**config.mk**
```make
export PLATFORM = sky130hd
export DESIGN_NAME = shift_register_unit_flat
export DESIGN_NICKNAME = d
export VERILOG_FILES = /design/src/rtl/shift_register_unit_if.sv /design/src/rtl/shift_register_unit.sv /design/src/flat_wrapper.sv
export SDC_FILE = /design/constraint.sdc
export NUM_CORES = 1
export LEC_CHECK = 0
export CORE_ASPECT_RATIO = 0.8
export CORE_MARGIN = 4
export CORE_UTILIZATION = 50
export CTS_CLUSTER_SIZE = 14
export DETAILED_ROUTE_END_ITERATION = 12
export PLACE_DENSITY = 0.85
export SLEW_MARGIN = 20
export SYNTH_ARGS = -nofsm -noshare
export SYNTH_HDL_FRONTEND = slang
export SYNTH_SLANG_ARGS = --single-unit
```
**constraint.sdc**
```tcl
create_clock -name clk -period 2.28 [get_ports clk]
set_clock_uncertainty 0.1 [all_clocks]
set_input_delay 0.456 -clock clk [delete_from_list [all_inputs] [get_ports clk]]
set_output_delay 0.456 -clock clk [all_outputs]
set_load 0.02 [all_outputs]
```
**src/rtl/shift_register_unit_if.sv**
```systemverilog
// Command/status bundle between the datapath controller and the shift register.
interface shift_register_unit_if #(
  parameter int unsigned WIDTH   = 8,
  parameter int unsigned SHAMT_W = 4
);
  logic               go;
  logic [2:0]         func;
  logic [WIDTH-1:0]   in;
  logic [SHAMT_W-1:0] shamt;
  logic               ser_in;
  logic               abort;
  logic [WIDTH-1:0]   out;
  logic               carry_out;
  logic               busy;
  logic               done;
  logic               zero;

  // Controller side: issues commands, observes register state.
  modport master (
    output go, func, in, shamt, ser_in, abort,
    input  out, carry_out, busy, done, zero
  );

  // Register side.
  modport slave (
    input  go, func, in, shamt, ser_in, abort,
    output out, carry_out, busy, done, zero
  );
endinterface

```
**src/rtl/shift_register_unit.sv**
```systemverilog
// WIDTH-bit operand register with load/clear and multi-cycle shifts/rotates,
// one bit per clock, busy/done handshake and abort.
module shift_register_unit #(
  parameter int unsigned WIDTH   = 8,
  parameter int unsigned SHAMT_W = 4
) (
  input  logic                clk,
  input  logic                rst_n,
  shift_register_unit_if.slave bus
);

  localparam logic [2:0] FN_HOLD  = 3'b000;
  localparam logic [2:0] FN_LOAD  = 3'b001;
  localparam logic [2:0] FN_SHR   = 3'b010;
  localparam logic [2:0] FN_CLEAR = 3'b011;
  localparam logic [2:0] FN_SHL   = 3'b100;
  localparam logic [2:0] FN_ASR   = 3'b101;
  localparam logic [2:0] FN_ROR   = 3'b110;
  localparam logic [2:0] FN_ROL   = 3'b111;

  logic [WIDTH-1:0]   out_q,   out_d;
  logic               carry_q, carry_d;
  logic               busy_q,  busy_d;
  logic               done_q,  done_d;
  logic [SHAMT_W-1:0] cnt_q,   cnt_d;
  logic [2:0]         op_q,    op_d;
  logic [WIDTH:0]     step_res;
  logic [2:0]         step_op;

  // One-bit step; returns {bit shifted out, new register value}.
  function automatic logic [WIDTH:0] step_f(input logic [2:0] op,
                                            input logic [WIDTH-1:0] v,
                                            input logic s);
    case (op)
      FN_SHR:  step_f = {v[0],       s,          v[WIDTH-1:1]};
      FN_SHL:  step_f = {v[WIDTH-1], v[WIDTH-2:0], s};
      FN_ASR:  step_f = {v[0],       v[WIDTH-1], v[WIDTH-1:1]};
      FN_ROR:  step_f = {v[0],       v[0],       v[WIDTH-1:1]};
      FN_ROL:  step_f = {v[WIDTH-1], v[WIDTH-2:0], v[WIDTH-1]};
      default: step_f = {1'b0,       v};
    endcase
  endfunction

  // The first step uses the freshly issued opcode, later steps the captured one.
  assign step_op  = busy_q ? op_q : bus.func;
  assign step_res = step_f(step_op, out_q, bus.ser_in);

  // Next-state: command acceptance, stepping, abort.
  always_comb begin
    out_d   = out_q;
    carry_d = carry_q;
    busy_d  = busy_q;
    done_d  = 1'b0;
    cnt_d   = cnt_q;
    op_d    = op_q;
    if (busy_q) begin
      if (bus.abort) begin
        busy_d = 1'b0;
        cnt_d  = '0;
      end else begin
        out_d   = step_res[WIDTH-1:0];
        carry_d = step_res[WIDTH];
        cnt_d   = SHAMT_W'(cnt_q - SHAMT_W'(1));
        if (cnt_q == SHAMT_W'(1)) begin
          busy_d = 1'b0;
          done_d = 1'b1;
        end
      end
    end else if (bus.go) begin
      case (bus.func)
        FN_HOLD: ;
        FN_LOAD: begin
          out_d   = bus.in;
          carry_d = 1'b0;
          done_d  = 1'b1;
        end
        FN_CLEAR: begin
          out_d   = '0;
          carry_d = 1'b0;
          done_d  = 1'b1;
        end
        default: begin
          if (bus.shamt == '0) begin
            done_d = 1'b1;
          end else begin
            out_d   = step_res[WIDTH-1:0];
            carry_d = step_res[WIDTH];
            op_d    = bus.func;
            cnt_d   = SHAMT_W'(bus.shamt - SHAMT_W'(1));
            if (bus.shamt == SHAMT_W'(1)) done_d = 1'b1;
            else                           busy_d = 1'b1;
          end
        end
      endcase
    end
  end

  // State registers.
  always_ff @(posedge clk or negedge rst_n) begin
    if (!rst_n) begin
      out_q   <= '0;
      carry_q <= 1'b0;
      busy_q  <= 1'b0;
      done_q  <= 1'b0;
      cnt_q   <= '0;
      op_q    <= FN_HOLD;
    end else begin
      out_q   <= out_d;
      carry_q <= carry_d;
      busy_q  <= busy_d;
      done_q  <= done_d;
      cnt_q   <= cnt_d;
      op_q    <= op_d;
    end
  end

  assign bus.out       = out_q;
  assign bus.carry_out = carry_q;
  assign bus.busy      = busy_q;
  assign bus.done      = done_q;
  assign bus.zero      = (out_q == '0);

endmodule

```
**src/flat_wrapper.sv**
```systemverilog
// flat-port wrapper written by rule: the top's interface ports become plain ports
module shift_register_unit_flat 
#(
  parameter int unsigned WIDTH   = 8,
  parameter int unsigned SHAMT_W = 4
)
  (clk, rst_n, bus_go, bus_func, bus_in, bus_shamt, bus_ser_in, bus_abort, bus_out, bus_carry_out, bus_busy, bus_done, bus_zero);
  shift_register_unit_if #(.WIDTH(WIDTH), .SHAMT_W(SHAMT_W)) bus_i ();
  input  logic clk;
  input  logic rst_n;
  input wire logic [$bits(bus_i.go)-1:0] bus_go;
  input wire logic [$bits(bus_i.func)-1:0] bus_func;
  input wire logic [$bits(bus_i.in)-1:0] bus_in;
  input wire logic [$bits(bus_i.shamt)-1:0] bus_shamt;
  input wire logic [$bits(bus_i.ser_in)-1:0] bus_ser_in;
  input wire logic [$bits(bus_i.abort)-1:0] bus_abort;
  output wire logic [$bits(bus_i.out)-1:0] bus_out;
  output wire logic [$bits(bus_i.carry_out)-1:0] bus_carry_out;
  output wire logic [$bits(bus_i.busy)-1:0] bus_busy;
  output wire logic [$bits(bus_i.done)-1:0] bus_done;
  output wire logic [$bits(bus_i.zero)-1:0] bus_zero;
  assign bus_i.go = bus_go;
  assign bus_i.func = bus_func;
  assign bus_i.in = bus_in;
  assign bus_i.shamt = bus_shamt;
  assign bus_i.ser_in = bus_ser_in;
  assign bus_i.abort = bus_abort;
  assign bus_out = bus_i.out;
  assign bus_carry_out = bus_i.carry_out;
  assign bus_busy = bus_i.busy;
  assign bus_done = bus_i.done;
  assign bus_zero = bus_i.zero;
  shift_register_unit #(.WIDTH(WIDTH), .SHAMT_W(SHAMT_W)) u_core (.clk(clk), .rst_n(rst_n), .bus(bus_i));
endmodule
```
==> results.sh <==
export IMPL_cts_buffer_count=3
export IMPL_critPathMaxStageDelay_ns=0.61
export IMPL_n_diodes=0
export IMPL_die_area_mm2=0.00365
export IMPL_initial_utilization_pct=54.0
export IMPL_clock_tree_htree_level_count=1
export IMPL_std_cell_rows=16
export IMPL_synth_edf_count=0
export IMPL_synthesis_instances=158
export IMPL_port_buffers=31
export IMPL_finalWirelength_mm=3.89
export IMPL_endpoint_kind="output port"
export IMPL_total_leakage_power_uw=0.000775
export IMPL_die_w_um=66.6
export IMPL_postCtsSetupBuffers=0
export IMPL_syn_area_per_cell_um2=8.69
export IMPL_finalCoreUtilization_pct=73.7
export IMPL_vdd_drop_max_mv=0.500
export IMPL_dp_hpwl_mm=3.04
export IMPL_final_critical_path_required_period_ns=2.19
export IMPL_crit_arrival_ns=1.63
export IMPL_tritoncts_num_sinks=18
export IMPL_grt_overflow=0
export IMPL_yosys_warnings=0
export IMPL_max_clock_freq_mhz=457
export IMPL_cts_hold_buf=0
export IMPL_nNetsFinal=232
export IMPL_post_drt_via_cell_ratio=6.10
export IMPL_timing_worst_slew_pin_value_ns=0.359
export IMPL_holdCritPathClass="in -> async"
export IMPL_power_density_cell_area_mw_per_mm2=962
export IMPL_clockBufferDepth=2
export IMPL_die_h_um=54.9
export IMPL_critical_path_slowest_cell="sky130_fd_sc_hd__clkdlybuf4s50_1"
export IMPL_worstSetupStartpointType="flop"
export IMPL_grt_pass1_vias=1396
export IMPL_area_growth_syn_to_layout_pct=36.6
export IMPL_clk_transition_reported_paths_ns=0.11
export IMPL_detail_route_first_pass_iterations=4
export IMPL_coreArea_mm2=0.00254
export IMPL_first_pass_grt_wire_length_mm=6.31
export IMPL_post_route_drc_count=0
export IMPL_mapped_nets=183
export IMPL_yosys_most_used_dff="sky130_fd_sc_hd__dfrtp_1"
export IMPL_grt_usage_pct=23.2
export IMPL_detail_route_wl_per_cell_um=16.1
export IMPL_place_congestion=0.931
export IMPL_drtAntennaViolNets=0
export IMPL_initialDrtViolationCount=127
export IMPL_outcome="finished, final reports clean"
export IMPL_num_vias=1475
export IMPL_final_min_period_over_clock_period_pct=96.1
export IMPL_finalSetupTns_ns=0
export IMPL_timing_max_transition_violations_final=0
export IMPL_clk_root_buffer_cell="sky130_fd_sc_hd__clkbuf_4"
export IMPL_cts_tree="built"
export IMPL_relSlewSlack_pct=75.9
export IMPL_final_hold_viol_count=0
export IMPL_cp_cell_instances="buf_4 > clkdlybuf4s50_1"
export IMPL_worstSkewPairLatency_ns=0.31
export IMPL_timing_worst_setup_path_type="reg -> out"
export IMPL_number_of_inserted_filler_cells_in_the_final_layout=205
export IMPL_async_reset_ff_share_pct=100
export IMPL_drive_above_1_share_pct=19.9
export IMPL_crit_fanout=13
export IMPL_synth_cell_types=45
export IMPL_antenna_found_initial=0
export IMPL_syn_cell_area_mm2=0.00137
export IMPL_ioPinCount=32
export IMPL_ys_ff_latch=18
export IMPL_final_setup_viol_count=0
export IMPL_grt_setup_unrepaired="false"
export IMPL_synth_seq_area_share_pct=32.8
export IMPL_largest_net_degree_at_the_start_of_global_routing=19
export IMPL_crit_required_ns=1.72
export IMPL_max_cap_violations=0
[power by group]
group	internal (uW)	switching (uW)	leakage [uW]	total, uW
Sequential	442	116	0.000204	558
Clock	97.7	112	0.0000210	210
Combinational	517	518	0.000550	1030
Total	1060	746	0.000775	1800
[synthesized netlist by cell type, drive strengths merged (2+ instances only)]
| library cell | number | area share [%] |
|---|---|---|
| a21o | 2 | 1.1 |
| a21oi | 5 | 1.8 |
| a31oi | 3 | 1.8 |
| buf | 3 | 1.5 |
| clkbuf | 4 | 1.1 |
| dfrtp | 18 | 33 |
| ha | 5 | 4.6 |
| inv | 7 | 1.9 |
| mux2 | 4 | 3.3 |
| mux2i | 2 | 1.5 |
| nand2 | 14 | 3.8 |
| nand2b | 3 | 1.4 |
| nand3 | 6 | 2.2 |
| nor2 | 18 | 4.9 |
| nor2b | 5 | 2.3 |
| nor3 | 4 | 1.5 |
| nor3b | 2 | 1.1 |
| o211ai | 2 | 1.1 |
| o21a | 3 | 1.6 |
| o21ai | 10 | 3.9 |
| o221a | 5 | 4.1 |
| o221ai | 8 | 5.1 |
| o22ai | 3 | 1.4 |
| o31ai | 2 | 1.1 |
| or4 | 3 | 1.9 |
| xnor2 | 2 | 1.3 |
[flip-flops by register name, indices dropped and copies added (netlist names)]
register,flops
u_core.bus.out,8
u_core.cnt_q,4
u_core.op_q,3
u_core.bus.busy,1
u_core.bus.carry_out,1
u_core.bus.done,1
[critical path, delay by kind of cell (launching register included)]
kind | cells | cell delay, ns
buffers and inverters | 2 | 0.81
DFF | 1 | 0.51
[logic make-up (layout without fill, tap and decap cells)]
logic type / after synthesis / after routing / share of synthesized area [%]
DFF: 18 / 18 / 32.8
xor gates and xnor gates: 3 / 3 / 1.91
AOI/OAI and AO/OA: 50 / 50 / 28.0
muxes: 6 / 6 / 4.74
buffers and inverters: 14 / 62 / 4.56
adders and majority gates: 5 / 5 / 4.56
and+or+nand+nor: 62 / 62 / 23.4
[per-stage QoR]
step                hold WS, ns  total power (uW)  cells  cell area (um^2)  setup slack (ns)
finish                    0.365              1800    242              1870            0.0900
detailed placement        0.436              1580    238              1840            -0.101
global placement          0.417              1530    238              1840           -0.0429
CTS                       0.381              1790    242              1880            0.0279
global route              0.387              1910    242              1870            0.0144
floorplan                0.0604              1130    158              1370             0.334
[cells in the final DEF (no fill, tap or decap), types with 2 or more instances in the layout]
master and n:
sky130_fd_sc_hd__o221a_2 5, sky130_fd_sc_hd__o22ai_1 3, sky130_fd_sc_hd__ha_1 5, sky130_fd_sc_hd__clkbuf_4 3, sky130_fd_sc_hd__nor2_1 18, sky130_fd_sc_hd__o21a_1 3
sky130_fd_sc_hd__nand3_1 6, sky130_fd_sc_hd__o21ai_0 9, sky130_fd_sc_hd__a21oi_1 5, sky130_fd_sc_hd__inv_1 7, sky130_fd_sc_hd__o221ai_1 8, sky130_fd_sc_hd__o31ai_1 2
sky130_fd_sc_hd__o211ai_1 2, sky130_fd_sc_hd__mux2_2 4, sky130_fd_sc_hd__mux2i_1 2, sky130_fd_sc_hd__nand2b_1 3, sky130_fd_sc_hd__nand2_1 14, sky130_fd_sc_hd__a21o_1 2
sky130_fd_sc_hd__a31oi_1 2, sky130_fd_sc_hd__buf_4 20, sky130_fd_sc_hd__nor3_1 4, sky130_fd_sc_hd__xnor2_1 2, sky130_fd_sc_hd__clkdlybuf4s50_1 30, sky130_fd_sc_hd__or4_1 2
sky130_fd_sc_hd__dfrtp_1 17, sky130_fd_sc_hd__nor2b_1 5, sky130_fd_sc_hd__nor3b_1 2
[final timing paths]
kind,endpoint,cells past startpoint,from,slack [ns]
worst min-delay path,u_core.cnt_q[2]$_DFFE_PN0P_,2,rst_n,0.37
max in group asynchronous,u_core.bus.busy$_DFF_PN0_,2,rst_n,1.50
min in group clk,u_core.cnt_q[2]$_DFFE_PN0P_,1,u_core.cnt_q[2]$_DFFE_PN0P_,0.46
worst min register to register,u_core.cnt_q[2]$_DFFE_PN0P_,1,u_core.cnt_q[2]$_DFFE_PN0P_,0.46
worst max register to register,u_core.bus.out[0]$_DFFE_PN0P_,5,u_core.bus.busy$_DFF_PN0_,0.30
worst max-delay path,bus_busy,2,u_core.bus.busy$_DFF_PN0_,0.09
[routing by layer]
metal  vias to the layer above  routed length [um]  track usage (%)
met1                       695                1720             30.0
met3                        12                 248             4.72
met4                         0                  51             8.45
li1                        691                   -                -
met2                        77                1870             38.7
met5                         -                   0                0
[timing repair]
| item | 4_1_cts | 5_1_grt |
|---|---|---|
| resized for setup | 2 | 2 |
| endpoints found under the setup margin | 2 | 1 |
| hold endpoints to repair | 0 | 0 |
[cell type report]
cell class                 instances  area [um^2]  share of cell area (%)
clock buffer                       4         36.3                    1.94
inverter                           7         26.3                    1.40
tap                               36         45.0                    2.40
multi-input combinational        126          860                    45.9
timing repair buffer              51          455                    24.3
sequential                        18          452                    24.1
(Power assumes the default switching activity.)
